`config.mk`:
```
export PLATFORM = sky130hd
export DESIGN_NAME = multicycle_core_flat
export DESIGN_NICKNAME = d
export VERILOG_FILES = /design/src/rtl/core_pkg.sv /design/src/rtl/multicycle_core_if.sv /design/src/rtl/core_alu.sv /design/src/rtl/multicycle_core.sv /design/src/flat_wrapper.sv
export SDC_FILE = /design/constraint.sdc
export NUM_CORES = 2
export LEC_CHECK = 0
export BUFFER_PORTS_ARGS = -buffer_cell sky130_fd_sc_hd__buf_4
export CAP_MARGIN = 10
export CORE_UTILIZATION = 35
export CTS_BUF_LIST = sky130_fd_sc_hd__clkbuf_4 sky130_fd_sc_hd__clkbuf_8
export DETAILED_ROUTE_END_ITERATION = 7
export PLACE_DENSITY = 0.58
export SLEW_MARGIN = 15
export SYNTH_ARGS = -nofsm -noshare
export SYNTH_HDL_FRONTEND = slang
export SYNTH_SLANG_ARGS = --single-unit
```
`constraint.sdc`:
```
create_clock -name i_clk -period 20.6 [get_ports i_clk]
set_clock_uncertainty 0.05 [all_clocks]
set_input_delay 4.12 -clock i_clk [delete_from_list [all_inputs] [get_ports i_clk]]
set_output_delay 4.12 -clock i_clk [all_outputs]
set_load 0.03 [all_outputs]
```
`src/rtl/core_pkg.sv`:
```
// Shared types for the multi-cycle core: opcodes, FSM states,
// ALU operations and instruction field positions.
package core_pkg;

  typedef enum logic [4:0] {
    OP_ADD   = 5'd0,
    OP_SUB   = 5'd1,
    OP_MUL   = 5'd3,
    OP_COPY  = 5'd7,
    OP_JMP   = 5'd8,
    OP_LOAD  = 5'd9,
    OP_STORE = 5'd10,
    OP_SET   = 5'd11,
    OP_AND   = 5'd12,
    OP_OR    = 5'd13,
    OP_XOR   = 5'd14,
    OP_JZ    = 5'd15,
    OP_HALT  = 5'd31
  } opcode_t;

  typedef enum logic [2:0] {
    S_BOOT,
    S_FETCH,
    S_EXEC,
    S_MEM,
    S_HALT
  } state_t;

  typedef enum logic [2:0] {
    ALU_ADD,
    ALU_SUB,
    ALU_MUL,
    ALU_AND,
    ALU_OR,
    ALU_XOR
  } alu_op_t;

  localparam int OPC_HI = 31;
  localparam int OPC_LO = 27;
  localparam int R1_HI  = 26;
  localparam int R1_LO  = 24;
  localparam int R2_HI  = 23;
  localparam int R2_LO  = 21;
  localparam int R3_HI  = 20;
  localparam int R3_LO  = 18;
  localparam int IMM_HI = 20;
  localparam int IMM_LO = 5;

  function automatic alu_op_t alu_sel(input opcode_t op);
    alu_op_t sel;
    sel = ALU_ADD;
    case (op)
      OP_SUB:  sel = ALU_SUB;
      OP_MUL:  sel = ALU_MUL;
      OP_AND:  sel = ALU_AND;
      OP_OR:   sel = ALU_OR;
      OP_XOR:  sel = ALU_XOR;
      default: sel = ALU_ADD;
    endcase
    return sel;
  endfunction

endpackage

```
`src/rtl/multicycle_core_if.sv`:
```
// Single-port word memory bus with a req/ack handshake.
// The core is the master; the memory answers with ack.
interface multicycle_core_if #(
  parameter int DATA_W = 32,
  parameter int ADDR_W = 16
);
  logic              req;
  logic              we;
  logic [ADDR_W-1:0] addr;
  logic [DATA_W-1:0] wdata;
  logic [DATA_W-1:0] rdata;
  logic              ack;

  modport master (
    output req, we, addr, wdata,
    input  rdata, ack
  );

  modport slave (
    input  req, we, addr, wdata,
    output rdata, ack
  );
endinterface

```
`src/rtl/core_alu.sv`:
```
// Combinational ALU of the multi-cycle core.
// Results wrap modulo 2^DATA_W.
module core_alu
  import core_pkg::*;
#(
  parameter int DATA_W = 32
) (
  input  logic [DATA_W-1:0] a,
  input  logic [DATA_W-1:0] b,
  input  alu_op_t           op,
  output logic [DATA_W-1:0] result
);

  always_comb begin
    result = '0;
    unique case (op)
      ALU_ADD: result = a + b;
      ALU_SUB: result = a - b;
      ALU_MUL: result = a * b;
      ALU_AND: result = a & b;
      ALU_OR:  result = a | b;
      ALU_XOR: result = a ^ b;
      default: result = '0;
    endcase
  end

endmodule

```
`src/rtl/multicycle_core.sv`:
```
// Multi-cycle core: BOOT, FETCH, EXEC, optional MEM, HALT.
// Register file, pc and FSM live here; the ALU is a sub-block.
module multicycle_core
  import core_pkg::*;
#(
  parameter int                DATA_W   = 32,
  parameter int                ADDR_W   = 16,
  parameter logic [ADDR_W-1:0] RESET_PC = '0
) (
  input  logic              i_clk,
  input  logic              i_reset,
  multicycle_core_if.master mem,
  output logic [ADDR_W-1:0] o_pc,
  output logic              o_retired,
  output logic              o_halted,
  output logic              o_illegal
);

  state_t            state;
  state_t            state_nxt;
  logic [ADDR_W-1:0] pc;
  logic [ADDR_W-1:0] pc_nxt;
  logic [ADDR_W-1:0] pc_inc;
  logic [ADDR_W-1:0] imm_a;
  logic [ADDR_W-1:0] br_tgt;
  logic [31:0]       ir;
  logic [DATA_W-1:0] rf [8];

  opcode_t           opc;
  alu_op_t           alu_op;
  logic [2:0]        ra;
  logic [2:0]        rb;
  logic [2:0]        rc;
  logic [15:0]       imm;
  logic [DATA_W-1:0] a;
  logic [DATA_W-1:0] b;
  logic [DATA_W-1:0] alu_y;
  logic [DATA_W-1:0] imm_d;
  logic              is_alu;
  logic              is_mov;
  logic              is_br;
  logic              is_mem;
  logic              is_halt;
  logic              done;
  logic              unused_ir;

  logic              req_q;
  logic              we_q;
  logic [ADDR_W-1:0] addr_q;
  logic [DATA_W-1:0] wdata_q;
  logic              ret_q;
  logic              halt_q;
  logic              ill_q;

  logic              req_nxt;
  logic              we_nxt;
  logic [ADDR_W-1:0] addr_nxt;
  logic [DATA_W-1:0] wdata_nxt;
  logic              ret_nxt;
  logic              halt_nxt;
  logic              ill_nxt;
  logic              ir_we;
  logic              rf_we;
  logic [2:0]        rf_wa;
  logic [DATA_W-1:0] rf_wd;

  assign opc       = opcode_t'(ir[OPC_HI:OPC_LO]);
  assign ra        = ir[R1_HI:R1_LO];
  assign rb        = ir[R2_HI:R2_LO];
  assign rc        = ir[R3_HI:R3_LO];
  assign imm       = ir[IMM_HI:IMM_LO];
  assign imm_d     = DATA_W'(imm);
  assign imm_a     = imm[ADDR_W-1:0];
  assign a         = rf[ra];
  assign b         = rf[rb];
  assign alu_op    = alu_sel(opc);
  assign pc_inc    = pc + ADDR_W'(1);
  assign unused_ir = ^ir[IMM_LO-1:0];

  assign is_alu  = opc inside {OP_ADD, OP_SUB, OP_MUL,
                               OP_AND, OP_OR, OP_XOR};
  assign is_mov  = opc inside {OP_COPY, OP_SET};
  assign is_br   = opc inside {OP_JMP, OP_JZ};
  assign is_mem  = opc inside {OP_LOAD, OP_STORE};
  assign is_halt = (opc == OP_HALT);

  assign br_tgt = (opc == OP_JMP || a == '0) ? imm_a : pc_inc;

  // An ack with no request outstanding is ignored.
  assign done = req_q & mem.ack;

  core_alu #(
    .DATA_W (DATA_W)
  ) u_alu (
    .a      (a),
    .b      (b),
    .op     (alu_op),
    .result (alu_y)
  );

  always_ff @(posedge i_clk or posedge i_reset) begin
    if (i_reset) state <= S_BOOT;
    else         state <= state_nxt;
  end

  always_comb begin
    state_nxt = state;
    unique case (state)
      S_BOOT:  state_nxt = S_FETCH;
      S_FETCH: if (done) state_nxt = S_EXEC;
      S_EXEC: begin
        unique case (1'b1)
          is_mem:                state_nxt = S_MEM;
          is_alu, is_mov, is_br: state_nxt = S_FETCH;
          default:               state_nxt = S_HALT;
        endcase
      end
      S_MEM:   if (done) state_nxt = S_FETCH;
      S_HALT:  state_nxt = S_HALT;
      default: state_nxt = S_BOOT;
    endcase
  end

  always_comb begin
    req_nxt   = req_q;
    we_nxt    = we_q;
    addr_nxt  = addr_q;
    wdata_nxt = wdata_q;
    ret_nxt   = 1'b0;
    halt_nxt  = halt_q;
    ill_nxt   = ill_q;
    pc_nxt    = pc;
    ir_we     = 1'b0;
    rf_we     = 1'b0;
    rf_wa     = ra;
    rf_wd     = alu_y;
    unique case (state)
      S_BOOT: begin
        req_nxt  = 1'b1;
        we_nxt   = 1'b0;
        addr_nxt = pc;
      end
      S_FETCH: begin
        if (done) begin
          ir_we   = 1'b1;
          req_nxt = 1'b0;
        end
      end
      S_EXEC: begin
        unique case (1'b1)
          is_alu, is_mov: begin
            rf_we    = 1'b1;
            rf_wa    = is_alu ? rc : ra;
            rf_wd    = is_alu ? alu_y
                     : (opc == OP_SET) ? imm_d : b;
            pc_nxt   = pc_inc;
            ret_nxt  = 1'b1;
            req_nxt  = 1'b1;
            we_nxt   = 1'b0;
            addr_nxt = pc_inc;
          end
          is_br: begin
            pc_nxt   = br_tgt;
            ret_nxt  = 1'b1;
            req_nxt  = 1'b1;
            we_nxt   = 1'b0;
            addr_nxt = br_tgt;
          end
          is_mem: begin
            req_nxt   = 1'b1;
            we_nxt    = (opc == OP_STORE);
            addr_nxt  = imm_a;
            wdata_nxt = a;
          end
          is_halt: begin
            halt_nxt = 1'b1;
            ret_nxt  = 1'b1;
          end
          default: begin
            halt_nxt = 1'b1;
            ill_nxt  = 1'b1;
          end
        endcase
      end
      S_MEM: begin
        if (done) begin
          rf_we    = ~we_q;
          rf_wd    = mem.rdata;
          pc_nxt   = pc_inc;
          ret_nxt  = 1'b1;
          req_nxt  = 1'b1;
          we_nxt   = 1'b0;
          addr_nxt = pc_inc;
        end
      end
      S_HALT: begin
        req_nxt = 1'b0;
      end
      default: begin
        req_nxt = 1'b0;
      end
    endcase
  end

  always_ff @(posedge i_clk or posedge i_reset) begin
    if (i_reset) begin
      pc      <= RESET_PC;
      ir      <= '0;
      req_q   <= 1'b0;
      we_q    <= 1'b0;
      addr_q  <= '0;
      wdata_q <= '0;
      ret_q   <= 1'b0;
      halt_q  <= 1'b0;
      ill_q   <= 1'b0;
      for (int i = 0; i < 8; i++) rf[i] <= '0;
    end else begin
      pc      <= pc_nxt;
      req_q   <= req_nxt;
      we_q    <= we_nxt;
      addr_q  <= addr_nxt;
      wdata_q <= wdata_nxt;
      ret_q   <= ret_nxt;
      halt_q  <= halt_nxt;
      ill_q   <= ill_nxt;
      if (ir_we) ir <= 32'(mem.rdata);
      if (rf_we) rf[rf_wa] <= rf_wd;
    end
  end

  assign mem.req   = req_q;
  assign mem.we    = we_q;
  assign mem.addr  = addr_q;
  assign mem.wdata = wdata_q;
  assign o_pc      = pc;
  assign o_retired = ret_q;
  assign o_halted  = halt_q;
  assign o_illegal = ill_q;

endmodule

```
`src/flat_wrapper.sv`:
```
// flat-port wrapper written by rule: the top's interface ports become plain ports
module multicycle_core_flat import core_pkg::*;
#(
  parameter int                DATA_W   = 32,
  parameter int                ADDR_W   = 16,
  parameter logic [ADDR_W-1:0] RESET_PC = '0
)
  (i_clk, i_reset, o_pc, o_retired, o_halted, o_illegal, mem_req, mem_we, mem_addr, mem_wdata, mem_rdata, mem_ack);
  multicycle_core_if #(.DATA_W(DATA_W), .ADDR_W(ADDR_W)) mem_i ();
  input  logic i_clk;
  input  logic i_reset;
  output logic [ADDR_W-1:0] o_pc;
  output logic o_retired;
  output logic o_halted;
  output logic o_illegal;
  output wire logic [$bits(mem_i.req)-1:0] mem_req;
  output wire logic [$bits(mem_i.we)-1:0] mem_we;
  output wire logic [$bits(mem_i.addr)-1:0] mem_addr;
  output wire logic [$bits(mem_i.wdata)-1:0] mem_wdata;
  input wire logic [$bits(mem_i.rdata)-1:0] mem_rdata;
  input wire logic [$bits(mem_i.ack)-1:0] mem_ack;
  assign mem_req = mem_i.req;
  assign mem_we = mem_i.we;
  assign mem_addr = mem_i.addr;
  assign mem_wdata = mem_i.wdata;
  assign mem_i.rdata = mem_rdata;
  assign mem_i.ack = mem_ack;
  multicycle_core #(.DATA_W(DATA_W), .ADDR_W(ADDR_W), .RESET_PC(RESET_PC)) u_core (.i_clk(i_clk), .i_reset(i_reset), .mem(mem_i), .o_pc(o_pc), .o_retired(o_retired), .o_halted(o_halted), .o_illegal(o_illegal));
endmodule
```
# [Word-level counts from Yosys, hierarchy flattened]
# Cells that the tools add are included.
[totals] register_bits=360 out_inout_bits=69 elab_cells=130
[op_classes] n_addsub=3 mul=1 magnitude_cmp=4 eq_ne=27 muxes=42 n_bitwise=10 n_reduce_logical=25
[ops] operator="32-bit 2-to-1 mux" count=9
[ops] operator="256-bit bitwise mux" count=1
[ops] operator="32-bit binary-select mux with 3-bit select" count=2
[ops] operator="32-bit case mux with 6 select lines" count=1
[ops] operator="32-bit demux with 3-bit select" count=1
[ops] operator="16-bit case mux with 3 select lines" count=2
[ops] operator="16-bit case mux with 2 select lines" count=2
[ops] operator="32-bit case mux with 2 select lines" count=1
[ops] operator="5-bit by 4-bit equality test with 1-bit output, second input constant" count=8
[ops] operator="32-bit adder" count=1
[ops] operator="32-bit bitwise AND" count=1
[ops] operator="32-bit logical NOT" count=1
[ops] operator="32-bit by 32-bit multiplier with 32-bit output" count=1
[ops] operator="16-bit 2-to-1 mux" count=2
[ops] operator="32-bit bitwise OR" count=1
[ops] operator="32-bit subtractor" count=1
[ops] operator="32-bit XOR" count=1
[ops] operator="3-bit case mux with 5 select lines" count=2
[ops] operator="16-bit by 1-bit adder with 16-bit output, second input constant" count=1
[ops] operator="3-bit 2-to-1 mux" count=5
[ops] operator="3-bit by 2-bit equality test with 1-bit output, second input constant" count=4
[ops] operator="4-bit greater-or-equal comparator, second input constant" count=3
[ops] operator="3-bit inverter with 4-bit output" count=3
[ops] operator="3-bit AND reduction" count=4
[ops] operator="other kinds (31)" count=54

# [Depth between registers and ports, before layout]
[depth] depth_word=11 mapped_depth=36

# [By module]
# Synthesis repeated with hierarchy kept, for this count alone.
[hier_totals] hier_cells=4114 hier_area_um2=38493.2
[modules_own_cells] mod="multicycle_core" n_inst=1 cells_per_inst=1783 area_per_inst_um2=19414.9 seq_area_each_um2=8883.5
[modules_own_cells] mod="core_alu" n_inst=1 cells_per_inst=2331 area_per_inst_um2=19078.3 seq_area_each_um2=0.0

# [Least setup slack after synthesis]
# OpenSTA, ideal clock, no wires.
[synth_path] kind="register -> register" from="register u_core.ir[22]" to="register u_core.rf[123] (netlist name)" setup_ns=0.152 arrival_time_ns=8.799 required_time_ns=20.398 setup_slack_ns=11.599 path_stages_with_launch=33 path_buffers=5 synth_period_minus_slack_ns=9.001 cell_sequence="dfrtp_1 > buf_6 > buf_6 > buf_2 > mux4_2 > mux2i_1 > clkbuf_1 > buf_1 > nor2_1 > fa_1 > fa_1 > fa_1 > inv_1 > fa_1 > inv_1 > fa_1 > inv_1 > fa_1 > inv_1 > fa_1 > fa_1 > ha_1 > a21o_1 > a21o_1 > a21o_1 > a21oi_1 > o21bai_1 > a211o_1 > a21oi_1 > xnor2_1 > o221ai_1 > a222oi_1 > o21ai_0"
[synth_via] elab_chain_len=10 word_cells_on_any_way=17
[synth_rtl] item="start, declared" line_no="multicycle_core.sv:26" rtl="logic [31:0] ir;"
[synth_rtl] item="start signal, assigned" line_no="multicycle_core.sv:226" rtl="if (ir_we) ir <= 32'(mem.rdata);"
[synth_rtl] item="3-bit inverter with 4-bit output (implied by the code) (*)" line_no="multicycle_core.sv:75" rtl="assign b = rf[rb];"
[synth_rtl] item="32-bit binary-select mux with 3-bit select (*)" line_no="multicycle_core.sv:75"
[synth_rtl] item="32-bit 2-to-1 mux (implied by the code) (*) (2 in a row)" line_no="multicycle_core.sv:75"
[synth_rtl] item="32-bit by 32-bit multiplier with 32-bit output, or another cell as far along" line_no="core_alu.sv:19" rtl="ALU_MUL: result = a * b;"
[synth_rtl] item="32-bit case mux with 6 select lines" line_no="core_alu.sv:16" rtl="unique case (op)"
[synth_rtl] item="32-bit 2-to-1 mux" line_no="multicycle_core.sv:154" rtl="rf_wd = is_alu ? alu_y"
[synth_rtl] item="32-bit 2-to-1 mux" line_no="multicycle_core.sv:150" rtl="unique case (1'b1)"
[synth_rtl] item="32-bit case mux with 2 select lines (*)" line_no="multicycle_core.sv:137" rtl="unique case (state)"
[synth_rtl] item="256-bit bitwise mux (*)" line_no="multicycle_core.sv:227" rtl="if (rf_we) rf[rf_wa] <= rf_wd;"
[synth_rtl] item="end signal, assigned by index" line_no="multicycle_core.sv:227"
[synth_rtl] item="end, declared" line_no="multicycle_core.sv:27" rtl="logic [DATA_W-1:0] rf [8];"
# Mark *: on every way between the ends. The rest lies on a longest branch, timed or not. The select of a mux whose other input is x is not followed.
# A chain may end at the register's enable or synchronous reset.

# [Final worst setup path]
[layout_path] from="register u_core.ir[26]" to="register u_core.rf[59] (netlist name)"
[layout_via] elab_chain_len=10 word_cells_on_any_way=25
[layout_rtl] item="3-bit inverter with 4-bit output (implied by the code) (*)" line_no="multicycle_core.sv:74" rtl="assign a = rf[ra];"
[layout_rtl] item="32-bit binary-select mux with 3-bit select (*)" line_no="multicycle_core.sv:74"
[layout_rtl] item="32-bit 2-to-1 mux (implied by the code) (*) (2 in a row)" line_no="multicycle_core.sv:74"
[layout_rtl] item="net u_core.a[9]" line_no="multicycle_core.sv:35" rtl="logic [DATA_W-1:0] a;"
[layout_rtl] item="32-bit by 32-bit multiplier with 32-bit output, or another cell as far along" line_no="core_alu.sv:19"
[layout_rtl] item="32-bit case mux with 6 select lines (*)" line_no="core_alu.sv:16"
[layout_rtl] item="32-bit 2-to-1 mux" line_no="multicycle_core.sv:154"
[layout_rtl] item="32-bit 2-to-1 mux" line_no="multicycle_core.sv:150"
[layout_rtl] item="32-bit case mux with 2 select lines (*)" line_no="multicycle_core.sv:137"
[layout_rtl] item="256-bit bitwise mux (*)" line_no="multicycle_core.sv:227"
# The timed path passes the listed nets; every way through them passes the cells marked *. The select of a mux whose other input is x is not followed.

==> impl_metrics.toml <==
[status]
outcome = "finished clean"

[route]
drcViolationCount = 0
ant_nets = 0
vias = 31900
wl_mm = 145
routedWlPerCell_um = 25.8
drt-initial-drc-count = 3633
viasPerCell = 5.69
drtPass1Iterations = 6

[clock_network]
ctsHoldBuffers = 0
clk_pin_slew_ps = 70
cts_resized = 0
postCtsSetupBuffers = 0
htree_levels = 2
clk_path_buf_depth = 3
tritoncts = "yes"
clock_tree.root_cell = "clkbuf_8"
cts.sinks = 355
cts_made_buffers = 57
clock_latency_ps = 730

[timing]
period_minus_slack_ps = 11850
worstMarginPinSlew_ps = 1280
slew_headroom = 0.143
timing.final.crit_share = 0.575
fin_tns_setup_ps = 0
clock.fmax_mhz = 84.4
hold_viol_final = 0
drv_slew = 0
setup_viol = 0
rsz0062_at_grt = "no"

[place]
place_congestion = 0.995
dp_hpwl_mm = 105
io_buffers = 103

[critical_path]
arrival_ps = 12310
path_max_fanout = 59
critPathLaunchType = "register"
crit_slowest_cell = "a222oi_1"
crit_top_cell = "fa_1"
cpPeakStageDelay_ps = 1000
critPathRequiredTime_ps = 21060
end_kind = "register"
critPathKind = "register to register"

[grt]
grt_overflow = 0
antenna_found_initial = 9
grt_pass1_vias = 32700
grt_pass1_wl_mm = 216
track_usage = 0.264
grt_max_degree = 140

[logic_synthesis]
synthesis.area_um2 = 38000
yosysWarnings = 0
synth.avg_cell_area_um2 = 9.24
postSynth.asyncResetShare = 1.00
synth-seq-cells = 355
synth-main-ff-cell = "dfrtp_1"
seq_area_frac_synth = 0.234
synth_cells = 4117
synth.distinct_cells = 74
synth_edf_count = 0
synth_nets = 4781

[floorplanning]
rows = 120
dieArea_um2 = 110000
core_um2 = 107000
fp.dieH_um = 332
pin_count = 104
initial_utilization = 0.354
die_w_um = 332

[finish]
finish.utilization = 0.391
area_delta_synth_final_pct = 10.3
nNetsFinal = 4827
drive_gt1_frac = 0.132
final_cell_mix = "nand2_1 (575), nor2_1 (456), inv_1 (446)"
layout_commonest_cell = "nand2_1"

[hold_path]
hp-class = "register to register"

[flow_run]
drv_cap = 0
-- area by class of cell --
| class | instances | area (µm²) |
|---|---|---|
| Tap cell | 1403 | 1760 |
| Inverter | 478 | 1800 |
| Clock inverter | 22 | 209 |
| Antenna cell | 1 | 2.50 |
| Sequential cell | 355 | 8900 |
| Multi-Input combinational cell | 3050 | 26500 |
| Timing Repair Buffer | 221 | 1650 |
| Fill cell | 10700 | 65400 |
| Clock buffer | 84 | 1080 |
-- synth_stat cells, types with 25 or more instances --
cell type	n	share of area
nand2b_1	29	0.0048
fa_1	409	0.22
ha_1	220	0.072
buf_1	25	0.0025
o22ai_1	45	0.0074
a21oi_1	134	0.018
mux4_2	109	0.065
dfrtp_1	355	0.23
o21ai_0	339	0.045
clkbuf_1	162	0.016
inv_1	447	0.044
buf_2	28	0.0037
mux2_2	50	0.015
nor3_1	33	0.0043
xnor2_1	112	0.026
clkinv_1	25	0.0025
nor2_1	458	0.045
a21o_1	30	0.0059
mux2i_1	142	0.037
nand2_1	578	0.057
-- through the flow --
step | area [µm²] | cells | setup slack, ps | hold WS [ps]
3_5_place_dp | 40600 | 5506 | 8960 | 396
2_1_floorplan | 38000 | 4117 | 6580 | 411
4_1_cts | 41900 | 5612 | 8920 | 411
6_report | 41900 | 5614 | 8750 | 410
5_1_grt | 41900 | 5614 | 8210 | 444
3_3_place_gp | 40600 | 5503 | 9080 | 395
-- state kept, by name, summed over array words and instances, names as in the netlist, 3 cells and up --
| name | count |
|---|---|
| u_core.ir | 27 |
| u_core.state | 3 |
| u_core.rf | 256 |
| u_core.mem.wdata | 32 |
| u_core.mem.addr | 16 |
| u_core.o_pc | 16 |
-- path summary, 6_finish.rpt --
| path | start | end | slack (ps) | cells after the start |
|---|---|---|---|---|
| min in group asynchronous | i_reset | u_core.rf[97]$_DFFE_PP0P_ | 3560 | 2 |
| min reg2reg | u_core.o_halted$_DFFE_PP0P_ | u_core.o_halted$_DFFE_PP0P_ | 410 | 1 |
| max in group asynchronous | i_reset | u_core.ir[25]$_DFFE_PP0P_ | 14390 | 4 |
| max reg2reg | u_core.ir[26]$_DFFE_PP0P_ | u_core.rf[59]$_DFFE_PP0P_ | 8750 | 31 |
| max | u_core.ir[26]$_DFFE_PP0P_ | u_core.rf[59]$_DFFE_PP0P_ | 8750 | 31 |
| min | u_core.o_halted$_DFFE_PP0P_ | u_core.o_halted$_DFFE_PP0P_ | 410 | 1 |
-- worst max-delay path: cells and delay by family, from the launching register on --
kind / cells / cell delay (ps)
muxes: 1 / 590
AOI/OAI and AO/OA: 10 / 2970
adders and majority gates: 10 / 4340
xor gates and xnor gates: 1 / 190
and+or+nand+nor: 2 / 650
buffers and inverters: 7 / 2160
DFF: 1 / 680
-- routing by layer --
| metal | wire (µm) | part of all wire | global-route usage |
|---|---|---|---|
| met5 | 0 | 0 | 0 |
| met4 | 9740 | 0.067 | 0.154 |
| met3 | 13900 | 0.096 | 0.0499 |
| met2 | 63800 | 0.44 | 0.406 |
| met1 | 57400 | 0.40 | 0.346 |
-- cell families (layout without fill, tap and decap cells) --
family,Yosys count,count (layout),share of synthesized area
muxes,308,308,0.120
AOI/OAI and AO/OA,748,748,0.119
DFF,355,355,0.234
xor gates and xnor gates,133,133,0.0317
other,0,1,0
buffers and inverters,712,805,0.0749
and+or+nand+nor,1232,1232,0.134
adders and majority gates,629,629,0.288
Power is not shown: default switching activity piles up to over one toggle a cycle in this logic, so the estimate is an artifact.
